`src/rtl/tribus_arbiter.sv`:
```
// tribus_arbiter: round-robin owner selection for a shared inout bus with
// a forced all-disabled turnaround window between successive drivers.
module tribus_arbiter #(
    parameter int N_REQ    = 4,
    parameter int TURN_CYC = 1,
    parameter int MAX_HOLD = 16
) (
    input  logic                     clk,
    input  logic                     rst_n,
    input  logic [N_REQ-1:0]         req,
    input  logic [N_REQ-1:0]         done,
    output logic [N_REQ-1:0]         gnt,
    output logic [N_REQ-1:0]         oe,
    output logic [$clog2(N_REQ)-1:0] owner,
    output logic                     busy,
    output logic                     preempt
);

    localparam int OW = $clog2(N_REQ);
    localparam int TW = $clog2(TURN_CYC + 1);
    localparam int HW = $clog2(MAX_HOLD + 1);

    typedef enum logic [1:0] {
        IDLE,
        TURN,
        OWN
    } state_t;

    state_t           state_q, state_d;
    logic [OW-1:0]    owner_q, owner_d;
    logic [OW-1:0]    ptr_q, ptr_d;
    logic [TW-1:0]    turn_q, turn_d;
    logic [HW-1:0]    hold_q, hold_d;
    logic [N_REQ-1:0] gnt_q, gnt_d;
    logic             busy_q, busy_d;

    logic [N_REQ-1:0] own_oh;
    logic [N_REQ-1:0] others;
    logic [N_REQ-1:0] cand;
    logic             any_other;
    logic             hold_out;
    logic             rel;

    // First set bit strictly after p, wrapping; p itself has lowest priority.
    function automatic logic [OW-1:0] rr_pick(
        input logic [N_REQ-1:0] m,
        input logic [OW-1:0]    p
    );
        logic [OW-1:0] w;
        logic [OW-1:0] k;
        logic          hit;
        w   = p;
        hit = 1'b0;
        for (int i = 1; i <= N_REQ; i++) begin
            k = OW'((int'(p) + i) % N_REQ);
            if (!hit && m[k]) begin
                w   = k;
                hit = 1'b1;
            end
        end
        return w;
    endfunction

    always_comb begin
        own_oh    = N_REQ'(1) << owner_q;
        others    = req & ~own_oh;
        any_other = |others;
        hold_out  = (hold_q >= HW'(MAX_HOLD - 1)) && any_other;
        rel       = done[owner_q] || !req[owner_q] || hold_out;
        // The releasing owner only competes again when nobody else waits.
        cand      = any_other ? others : req;
    end

    always_ff @(posedge clk or negedge rst_n) begin
        if (!rst_n) begin
            state_q <= IDLE;
            owner_q <= '0;
            ptr_q   <= OW'(N_REQ - 1);
            turn_q  <= '0;
            hold_q  <= '0;
            gnt_q   <= '0;
            busy_q  <= 1'b0;
        end else begin
            state_q <= state_d;
            owner_q <= owner_d;
            ptr_q   <= ptr_d;
            turn_q  <= turn_d;
            hold_q  <= hold_d;
            gnt_q   <= gnt_d;
            busy_q  <= busy_d;
        end
    end

    always_comb begin
        state_d = state_q;
        owner_d = owner_q;
        ptr_d   = ptr_q;
        turn_d  = turn_q;
        hold_d  = hold_q;
        unique case (state_q)
            IDLE: begin
                if (|req) begin
                    owner_d = rr_pick(req, ptr_q);
                    turn_d  = TW'(TURN_CYC - 1);
                    state_d = TURN;
                end
            end
            TURN: begin
                if (turn_q == '0) begin
                    state_d = OWN;
                    hold_d  = '0;
                    ptr_d   = owner_q;
                end else begin
                    turn_d = turn_q - 1'b1;
                end
            end
            OWN: begin
                if (hold_q != HW'(MAX_HOLD)) begin
                    hold_d = hold_q + 1'b1;
                end
                if (rel) begin
                    if (|cand) begin
                        owner_d = rr_pick(cand, ptr_q);
                        turn_d  = TW'(TURN_CYC - 1);
                        state_d = TURN;
                    end else begin
                        state_d = IDLE;
                    end
                end
            end
            default: state_d = IDLE;
        endcase
    end

    always_comb begin
        gnt_d   = '0;
        busy_d  = (state_d != IDLE);
        preempt = (state_q == OWN) && hold_out;
        if (state_d == OWN) begin
            gnt_d = N_REQ'(1) << owner_d;
        end
    end

    assign gnt   = gnt_q;
    assign oe    = gnt_q;
    assign owner = owner_q;
    assign busy  = busy_q;

endmodule

```
`config.mk`:
```
export PLATFORM = sky130hd
export DESIGN_NAME = tribus_arbiter
export DESIGN_NICKNAME = d
export VERILOG_FILES = /design/src/rtl/tribus_arbiter.sv
export SDC_FILE = /design/constraint.sdc
export NUM_CORES = 1
export LEC_CHECK = 0
export CORE_ASPECT_RATIO = 1.25
export CORE_UTILIZATION = 35
export CTS_BUF_LIST = sky130_fd_sc_hd__clkbuf_16
export CTS_CLUSTER_SIZE = 16
export DETAILED_ROUTE_END_ITERATION = 12
export SYNTH_ARGS = -nofsm -noshare
export SYNTH_HDL_FRONTEND = slang
export SYNTH_SLANG_ARGS = --single-unit
```
`constraint.sdc`:
```
create_clock -name clk -period 2.4 [get_ports clk]
set_input_delay 0.48 -clock clk [delete_from_list [all_inputs] [get_ports clk]]
set_output_delay 0.48 -clock clk [all_outputs]
set_load 0.01 [all_outputs]
```
==> results of run 1 <==
==> report_power, final <==
part	switching [mW]	leakage, nW	total, mW	internal, mW
combinational	0.607	0.519	1.20	0.589
sequential	0.0978	0.203	0.484	0.386
clock	0.101	0.0423	0.321	0.220
==> cells in the mapped netlist, types with 2 or more instances <==
cell type / number / area [µm²]
a2111oi_0: 2 / 17.52
a211oi_1: 2 / 15.01
a21boi_1: 2 / 15.01
a21o_1: 2 / 15.01
a21oi_1: 4 / 20.02
a22oi_1: 4 / 30.03
and3_1: 3 / 18.77
buf_4: 4 / 30.03
clkbuf_1: 8 / 30.03
dfrtp_1: 14 / 350.3
dfstp_2: 2 / 52.55
ha_1: 3 / 37.54
inv_1: 8 / 30.03
mux2_2: 2 / 22.52
mux2i_1: 2 / 20.02
nand2_1: 6 / 22.52
nand2b_1: 5 / 31.28
nand3_1: 10 / 50.05
nor2_1: 6 / 22.52
nor2b_1: 2 / 12.51
nor3_1: 3 / 15.01
nor3b_1: 4 / 30.03
nor4_1: 3 / 18.77
o211ai_1: 4 / 30.03
o21ai_0: 7 / 35.03
o32a_1: 2 / 20.02
or3_1: 2 / 12.51
==> state kept, by name (all words and copies together), names as in the netlist <==
name / flops
hold_q: 5
gnt: 4
owner: 2
ptr_q: 2
state_q: 2
busy: 1
==> critical path, delay by kind of cell <==
family | cells | cell delay [ns]
simple gates | 2 | 0.68
buf+inv | 2 | 0.55
compound gates | 1 | 0.15
==> layout make-up <==
cell class / count / area, µm² / share of cell area, %
tap: 37 / 46.29 / 2.656
timing repair buffer: 49 / 415.4 / 23.83
sequential: 16 / 402.9 / 23.12
clock buffer: 3 / 75.07 / 4.307
inverter: 8 / 30.03 / 1.723
clock inverter: 1 / 3.754 / 0.2154
multi-input combinational: 102 / 769.5 / 44.15
==> layout by cell type (no fill, tap or decap), drive strengths merged, types with 3 or more instances in the layout <==
cell / n
buf: 28
clkdlybuf4s50: 17
dfrtp: 14
nand3: 10
inv: 9
o21ai: 8
nand2: 6
nor2: 6
nand2b: 5
o211ai: 4
a22oi: 4
a21oi: 4
dlygate4sd2: 4
nor3b: 4
and3: 3
ha: 3
clkbuf: 3
nor3: 3
a21boi: 3
nor4: 3
==> path summary, 6_finish.rpt <==
check                           from         to  slack [ns]  depth (start not counted)
hold reg to reg            hold_q[4]  hold_q[4]        0.56                          2
min in group asynchronous      rst_n  hold_q[1]        0.66                          1
setup / recovery              req[2]    preempt        0.07                          5
hold / removal             hold_q[4]  hold_q[4]        0.56                          2
max in group asynchronous      rst_n   owner[1]        1.29                          1
setup reg to reg           hold_q[0]     gnt[0]        0.11                          9
==> metal layers <==
layer	wire length [µm]	part of all wire (%)	vias up	track usage, %
li1	-	-	606	-
met3	106	3.1	10	4.000
met5	0	0	-	0
met4	104	3.0	0	10.00
met1	1407	41	613	23.16
met2	1837	53	33	38.25
==> logic make-up after synthesis <==
family	count (synthesis)	share of synthesized area [%]
compound gates	43	27.05
xor+xnor	1	0.7093
fa+ha+maj	3	3.040
buf+inv	23	8.915
flops	16	32.62
mux	4	3.445
simple gates	51	24.22
==> timing repair <==
item | 4_1_cts | 5_1_grt
buffers inserted | 1 | 0
pin swaps | 3 | 0
gates cloned | 0 | 0
endpoints found under the setup margin | 6 | 6
gates resized for setup | 9 | 5
==> out/qor.yml, run 1 <==
status:
  outcome: "finished clean"
floorplanning:
  io_pins: 22
  placementRows: 23
  die_area_um2: 3771
  fp.dieH_um: 68.41
  core_area_um2: 3281
  die_w_um: 55.13
  initial_core_util_pct: 37.64
clock_network:
  htree_levels: 1
  clk_latency_ns: 0.25
  numCtsBuffers: 3
  cts_tree: "done"
  ctsLongestPathBuffers: 2
  clk_root_buffer_cell: "clkbuf_16"
  cts.sinks: 16
  hold_buffers: 0
  clk_pin_slew_ns: 0.05
layout:
  final_util_pct: 53.13
  fill_cells: 317
  n_antenna_cell: 0
  layout.cells.non_filler: 216
  design_area_um2: 1743
  drive_gt1_share_pct: 24.58
  syn2layout_area_growth_pct: 41.13
  fin_nets: 193
yosys:
  synth-edff-count: 0
  ys.warnings.count: 0
  synth_area_um2: 1235
  ys_seq_elements: 16
  ys_seq_area_share_pct: 32.62
  syn_inst: 141
  avgSynthCellArea_um2: 8.758
  syn-num-nets: 154
  synthArstFlopShare_pct: 100.0
  yosys_most_used_dff: "dfrtp_1"
  ys_types: 52
worst_setup_path:
  crit_chain: "dlygate4sd2_1, or4b_4, a2bb2oi_2, and3_1, dlygate4sd2_1"
  cpMostUsedCell: "dlygate4sd2_1"
  max_stage_delay_ns: 0.52
  endpoint_kind: "output pin"
  critPathKind: "in2out"
  path_max_fanout: 3
  crit_path_top_delay_cell: "or4b_4"
  required_ns: 1.92
  arrival_ns: 1.85
  crit_path_start_kind: "input pin"
sta:
  finalMaxSlewViolations: 0
  fin_worst_skew_ns: 0.006676
  fin_setup_tns_ns: 0
  fin_ws_ns: 0.07009
  setup_viol: 0
  hold_violations: 0
  fin_crit_sh_pct: 97.08
  tightest_slew_ns: 0.7040
  fin_crit_ns: 2.330
  slew_headroom_pct: 52.92
  timing.hold.ws_ns: 0.5568
  rsz0062_at_grt: "true"
  fmaxAchievable_ghz: 0.4292
routing:
  drc: 0
  ant_nets: 0
  wl_per_cell_um: 16.00
  drt-pass1-iter-count: 4
  drtIter0Drc: 41
  vias: 1262
  detail_route.vias_per_cell: 5.843
  wirelength_um: 3455
grt:
  grtUsageTotal_pct: 21.27
  grt_start_max_net_pins: 19
  grt_pass1_wl_um: 5664
  antenna_found_initial: 0
  grt_pass1_vias: 1274
  gr-total-overflow: 0
power_and_ir_drop:
  p_leak_nw: 0.7645
  vdd_drop_max_uv: 913.0
  finalPower_mw: 2.002
  power_per_cell_area_nw_per_um2: 1148
placement:
  place_area_um2: 1614
  finalWeightedCongestion: 0.8716
  hpwl_um: 2615
  dpl.cell_count: 211
  pre_cts_ws_ns: -0.3879
  port_buffers: 21
min_path:
  hold_class: "reg2reg"
job:
  cap_violations: 0
Note: power is estimated with default switching activity, not from simulation.
==> run 2, diff against run 1 <==
Settings changed: CORE_ASPECT_RATIO 1.25 to 1.75.
==> run 2 against run 1 <==
Combinational power about the same. Maximum frequency decreased by 0.19%. Register-to-register slack improved by 0.09 ns. Non-clock buffer count decreased by 1. Sequential power decreased by 2%. Worst setup slack got worse by 0.0045 ns. Clock skew decreased by 0.0054 ns.
==> out/qor.yml, run 2 (synthesized netlist as in run 1, its figures left out) <==
layout:
  final_common_cell: "buf_4"  # unchanged
  final_cell_mix: "buf_4 (27), clkdlybuf4s50_1 (18), dfrtp_1 (14), nand3_1 (10), inv_1 (8)"  # was buf_4 (28), clkdlybuf4s50_1 (17), dfrtp_1 (14), nand3_1 (10), inv_1 (9)
  fin_nets: 192  # was 193
  largest-register: "hold_q"  # unchanged
  drive_gt1_share_pct: 26.97  # was 24.58%
  n_antenna_cell: 0  # unchanged
  final_util_pct: 52.38  # was 53.13%
  syn2layout_area_growth_pct: 42.65  # was 41.13%
  largest_register_ffs: 5  # unchanged
  design_area_um2: 1762  # was 1743 µm²
  layout.cells.non_filler: 223  # was 216
worst_setup_path:
  path_depth: 7  # was 5
  arrival_ns: 2.43  # was 1.85 ns
  crit_path_start_kind: "input pin"  # unchanged
  crit_buf_inv: 2  # unchanged
  path_max_fanout: 4  # was 3
  endpoint_kind: "flip-flop"  # was output pin
  crit_path_top_delay_cell: "clkdlybuf4s50_1"  # was or4b_4
  crit_chain: "clkdlybuf4s50_1, buf_4, or3_1, a21o_1, and3_1, o311ai_0, nand3_1"  # was dlygate4sd2_1, or4b_4, a2bb2oi_2, and3_1, dlygate4sd2_1
  required_ns: 2.50  # was 1.92 ns
  crit_family: "simple AND/OR/NAND/NOR gates"  # unchanged
  rr_worst_depth: 9  # unchanged
  critPathKind: "in2reg"  # was in2out
  max_stage_delay_ns: 0.47  # was 0.52 ns
power_and_ir_drop:
  p_leak_nw: 0.7573  # was 0.7645 nW
  vdd_drop_max_uv: 675.2  # was 913.0 µV
  swShare_pct: 40.77  # was 40.25%
  finalPower_mw: 1.977  # was 2.002 mW
  p_clk_share_pct: 16.3  # was 16.0%
  power_per_cell_area_nw_per_um2: 1122  # was 1148 nW/µm²
  p_sw_uw: 805.9  # was 805.6 µW
  combPwrFrac_pct: 59.9  # was 59.8%
  p_int_mw: 1.171  # was 1.196 mW
  seqPwrFrac_pct: 23.9  # was 24.2%
routing:
  vias: 1240  # was 1262
  wl_per_cell_um: 15.91  # was 16.00 µm
  wirelength_um: 3548  # was 3455 µm
  drc: 0  # unchanged
  detail_route.vias_per_cell: 5.561  # was 5.843
  drt-pass1-iter-count: 4  # unchanged
  ant_nets: 0  # unchanged
  drtIter0Drc: 18  # was 41
grt:
  gr-total-overflow: 0  # unchanged
  antenna_found_initial: 0  # unchanged
  grt_start_max_net_pins: 21  # was 19
  grt_pass1_wl_um: 5637  # was 5664 µm
  grt_pass1_vias: 1220  # was 1274
  grtUsageTotal_pct: 20.38  # was 21.27%
floorplanning:
  io_pins: 22  # unchanged
  core_area_um2: 3363  # was 3281 µm²
  placementRows: 28  # was 23
  die_area_um2: 3779  # was 3771 µm²
  die_w_um: 46.90  # was 55.13 µm
  initial_core_util_pct: 36.72  # was 37.64%
  fp.dieH_um: 80.58  # was 68.41 µm
sta:
  tightest_slew_ns: 0.7109  # was 0.7040 ns
  hold_violations: 0  # unchanged
  fin_crit_sh_pct: 97.27  # was 97.08%
  timing.hold.ws_ns: 0.5511  # was 0.5568 ns
  finalMaxSlewViolations: 0  # unchanged
  fin_setup_tns_ns: 0  # unchanged
  fin_worst_skew_ns: 0.001302  # was 0.006676 ns
  slew_headroom_pct: 52.46  # was 52.92%
  fin_crit_ns: 2.334  # was 2.330 ns
  setup_viol: 0  # unchanged
  fmaxAchievable_ghz: 0.4284  # was 0.4292 GHz
  fin_ws_ns: 0.06563  # was 0.07009 ns
clock_network:
  clk_root_buffer_cell: "clkbuf_16"  # unchanged
  cts_setup_buffers: 0  # was 1
  ctsLongestPathBuffers: 2  # unchanged
  cts.sinks: 16  # unchanged
  htree_levels: 1  # unchanged
  numCtsBuffers: 3  # unchanged
  clk_latency_ns: 0.24  # was 0.25 ns
  clk_pin_slew_ns: 0.05  # about the same
  cts_tree: "done"  # unchanged
placement:
  pre_cts_ws_ns: -0.3960  # was -0.3879 ns
  port_buffers: 21  # unchanged
  dpl.cell_count: 219  # was 211
  hpwl_um: 2703  # was 2615 µm
  place_area_um2: 1624  # was 1614 µm²
  finalWeightedCongestion: 0.8116  # was 0.8716
min_path:
  hold_class: "reg2reg"  # unchanged
  hold_depth: 2  # unchanged
status:
  outcome: "finished clean"  # unchanged
job:
  cap_violations: 0  # unchanged
run 2: changes by cell type in the layout (fill, tap and decap cells not counted), sizes merged:
cell	before	now
buf	28	27
clkdlybuf4s50	17	18
clkinv	0	1
dlygate4sd2	4	3
inv	9	8
run 2: power by group through the flow:
stage	Sequential (mW)	Clock (mW)	Combinational, mW
4_1_cts	0.469	0.332	1.11
2_1_floorplan	0.490	0	0.654
3_3_place_gp	0.468	0	1.08
5_1_grt	0.486	0.348	1.30
3_5_place_dp	0.474	0	1.11
6_report	0.472	0.322	1.18
run 2: final cells by class:
type	count	area, µm²
clock inverters	1	3.754
flip-flops and latches	16	402.9
inverters	8	30.03
fillers	325	1602
well taps	45	56.30
repair buffers	48	409.1
clock buffers	3	75.07
multi-input cells	102	784.5
run 2: per-layer routing:
| metal | track usage, % | vias to the layer above | share of wire [%] |
|---|---|---|---|
| li1 | - | 607 | - |
| met1 | 23.29 | 602 | 38 |
| met2 | 37.50 | 27 | 59 |
| met3 | 1.348 | 4 | 1.9 |
| met4 | 6.571 | 0 | 0.68 |
| met5 | 0 | - | 0 |
run 2: path summary, 6_finish.rpt:
| path | from | end | slack, ns |
|---|---|---|---|
| worst min-delay path | ptr_q[0] | ptr_q[0] | 0.55 |
| worst min register to register | ptr_q[0] | ptr_q[0] | 0.55 |
| min in group asynchronous | rst_n | hold_q[4] | 0.66 |
| max in group asynchronous | rst_n | gnt[0] | 1.29 |
| worst max-delay path | req[0] | owner[0] | 0.07 |
| worst max register to register | hold_q[0] | gnt[0] | 0.20 |
run 2: tightest hold or removal path: stages (launching register included):
cell     delay (ns)
dfstp_2        0.39
nand2_1        0.07
o21ai_0        0.07
run 2: repair_timing:
item | 4_1_cts | 5_1_grt
hold buffers | 0 | 0
setup endpoints to repair | 5 | 6
gates resized for setup | 4 | 12
==> run 3, diff against run 2 <==
==> constraint.sdc (replaced) <==
create_clock -name clk -period 2.4 [get_ports clk]
set_input_delay 0.36 -clock clk [delete_from_list [all_inputs] [get_ports clk]]
set_output_delay 0.36 -clock clk [all_outputs]
set_load 0.01 [all_outputs]
==> run 3 against run 2 <==
Sequential power is 7.2% higher. Critical path depth up 2. Routed wire length is 4.9% lower. Critical endpoint is now gnt[3]. Highest routed layer unchanged.
==> out/qor.yml, run 3 (synthesized netlist as in run 1, its figures left out) <==
grt:
  grtUsageTotal_pct: 20.29  # was 20.38%
  antenna_found_initial: 0  # unchanged
  gr-total-overflow: 0  # unchanged
  grt_pass1_wl_um: 5616  # was 5637 µm
  grt_pass1_vias: 1245  # was 1220
  grt_start_max_net_pins: 19  # was 21
routing:
  wirelength_um: 3375  # was 3548 µm
  ant_nets: 0  # unchanged
  wl_per_cell_um: 15.27  # was 15.91 µm
  detail_route.vias_per_cell: 5.638  # was 5.561
  vias: 1246  # was 1240
  drc: 0  # unchanged
  drtIter0Drc: 29  # was 18
  drt-pass1-iter-count: 4  # unchanged
sta:
  slew_headroom_pct: 51.06  # was 52.46%
  hold_violations: 0  # unchanged
  fin_crit_ns: 2.255  # was 2.334 ns
  setup_viol: 0  # unchanged
  fin_worst_skew_ns: 0.002211  # was 0.001302 ns
  finalMaxSlewViolations: 0  # unchanged
  tightest_slew_ns: 0.7317  # was 0.7109 ns
  rsz0062_at_grt: "false"
  fmaxAchievable_ghz: 0.4434  # was 0.4284 GHz
  fin_crit_sh_pct: 93.96  # was 97.27%
clock_network:
  cts.sinks: 16  # unchanged
  clk_latency_ns: 0.24  # about the same
  numCtsBuffers: 3  # unchanged
  cts_tree: "done"  # unchanged
  clk_pin_slew_ns: 0.05  # about the same
  htree_levels: 1  # unchanged
  ctsLongestPathBuffers: 2  # unchanged
  hold_buffers: 0  # unchanged
  clk_root_buffer_cell: "clkbuf_16"  # unchanged
power_and_ir_drop:
  p_leak_nw: 0.7413  # was 0.7573 nW
  power_per_cell_area_nw_per_um2: 1118  # was 1122 nW/µm²
  vdd_drop_max_uv: 599.6  # was 675.2 µV
  finalPower_mw: 1.899  # was 1.977 mW
placement:
  dpl.cell_count: 216  # was 219
  finalWeightedCongestion: 0.8683  # was 0.8116
  hpwl_um: 2653  # was 2703 µm
  place_area_um2: 1602  # was 1624 µm²
  port_buffers: 21  # unchanged
layout:
  drive_gt1_share_pct: 21.59  # was 26.97%
  final_common_cell: "buf_4"  # unchanged
  n_antenna_cell: 0  # unchanged
  largest-register: "hold_q"  # unchanged
  final_util_pct: 50.52  # was 52.38%
  design_area_um2: 1699  # was 1762 µm²
  layout.cells.non_filler: 221  # was 223
  syn2layout_area_growth_pct: 37.59  # was 42.65%
  final_cell_mix: "buf_4 (25), clkdlybuf4s50_1 (17), dfrtp_1 (14), nand3_1 (10), inv_1 (8)"  # was buf_4 (27), clkdlybuf4s50_1 (18), dfrtp_1 (14), nand3_1 (10), inv_1 (8)
  largest_register_ffs: 5  # unchanged
  fin_nets: 190  # was 192
floorplanning:
  fp.dieH_um: 80.58  # unchanged
  placementRows: 28  # unchanged
  die_w_um: 46.90  # unchanged
  core_area_um2: 3363  # unchanged
  io_pins: 22  # unchanged
  initial_core_util_pct: 36.72  # unchanged
  die_area_um2: 3779  # unchanged
worst_setup_path:
  max_stage_delay_ns: 0.38  # was 0.47 ns
  crit_chain: "ha_1, and3_1, ha_1, nor2_1, a22oi_2, buf_4, a221oi_2, a21boi_1, a211oi_1"  # was clkdlybuf4s50_1, buf_4, or3_1, a21o_1, and3_1, o311ai_0, nand3_1
  crit_path_top_delay_cell: "dfrtp_1"  # was clkdlybuf4s50_1
  crit_family: "compound AO/OA/AOI/OAI gates"  # was simple AND/OR/NAND/NOR gates
  crit_buf_inv: 1  # was 2
  path_max_fanout: 6  # was 4
  required_ns: 2.53  # was 2.50 ns
  arrival_ns: 2.39  # was 2.43 ns
  crit_path_start_kind: "flip-flop"  # was input pin
  critPathKind: "reg2reg"  # was in2reg
  cpMostUsedCell: "ha_1"
  endpoint_kind: "flip-flop"  # unchanged
status:
  outcome: "finished clean"  # unchanged
min_path:
  hold_class: "reg2reg"  # unchanged
job:
  cap_violations: 0  # unchanged
==> run 3: cell types whose count changed in the layout (fill, tap and decap cells not counted), sizes merged <==
cell / previous run / this run
buf: 27 / 25
dlygate4sd2: 3 / 4
clkdlybuf4s50: 18 / 17
==> run 3: worst reg2reg max path: stages (launching register included) <==
cell	delay, ns
dfrtp_1	0.38
ha_1	0.23
and3_1	0.19
ha_1	0.17
nor2_1	0.11
a22oi_2	0.08
buf_4	0.16
a221oi_2	0.30
a21boi_1	0.21
a211oi_1	0.32
==> run 3: path summary, 6_finish.rpt <==
path	from	to	slack, ns	depth (start not counted)
worst max-delay path	hold_q[0]	gnt[3]	0.14	9
worst max register to register	hold_q[0]	gnt[3]	0.14	9
worst min-delay path	ptr_q[0]	ptr_q[0]	0.54	2
max in group asynchronous	rst_n	gnt[3]	1.39	1
min in group asynchronous	rst_n	hold_q[2]	0.55	1
worst min register to register	ptr_q[0]	ptr_q[0]	0.54	2
==> run 3: final cells by class <==
class                           instances  area [µm²]
Fill cell                             347        1664
Multi-Input combinational cell        102       738.2
Sequential cell                        16       402.9
Timing Repair Buffer                   46       392.9
Clock buffer                            3       75.07
Tap cell                               45       56.30
Inverter                                8       30.03
Clock inverter                          1       3.754
==> run 3: power by group <==
part	internal, mW	total [mW]	switching [mW]
clock	0.221	0.323	0.102
sequential	0.388	0.506	0.118
combinational	0.529	1.07	0.542
==> run 3: metal layers <==
| layer | up-vias | wire length [µm] | track usage, % |
|---|---|---|---|
| met2 | 18 | 1923 | 36.94 |
| met1 | 617 | 1313 | 23.31 |
| li1 | 604 | - | - |
| met3 | 7 | 55 | 1.348 |
| met4 | 0 | 83 | 7.143 |
| met5 | - | 0 | 0 |
==> run 3: per-stage QoR <==
stage               TNS [ns]  setup slack (ns)  hold slack, ns
detailed placement    -1.183           -0.2784          0.5256
finish                     0            0.1449          0.5386
global route               0          0.007844          0.5639
floorplan                  0            0.3371         0.06441
CTS                        0          0.002847          0.5461
global placement     -0.7783           -0.1476          0.5179
==> run 3: what timing repair did <==
action / CTS / global route
pin swaps: 1 / 0
buffers inserted: 1 / 0
gates resized for setup: 6 / 2
setup endpoints to repair: 3 / 2
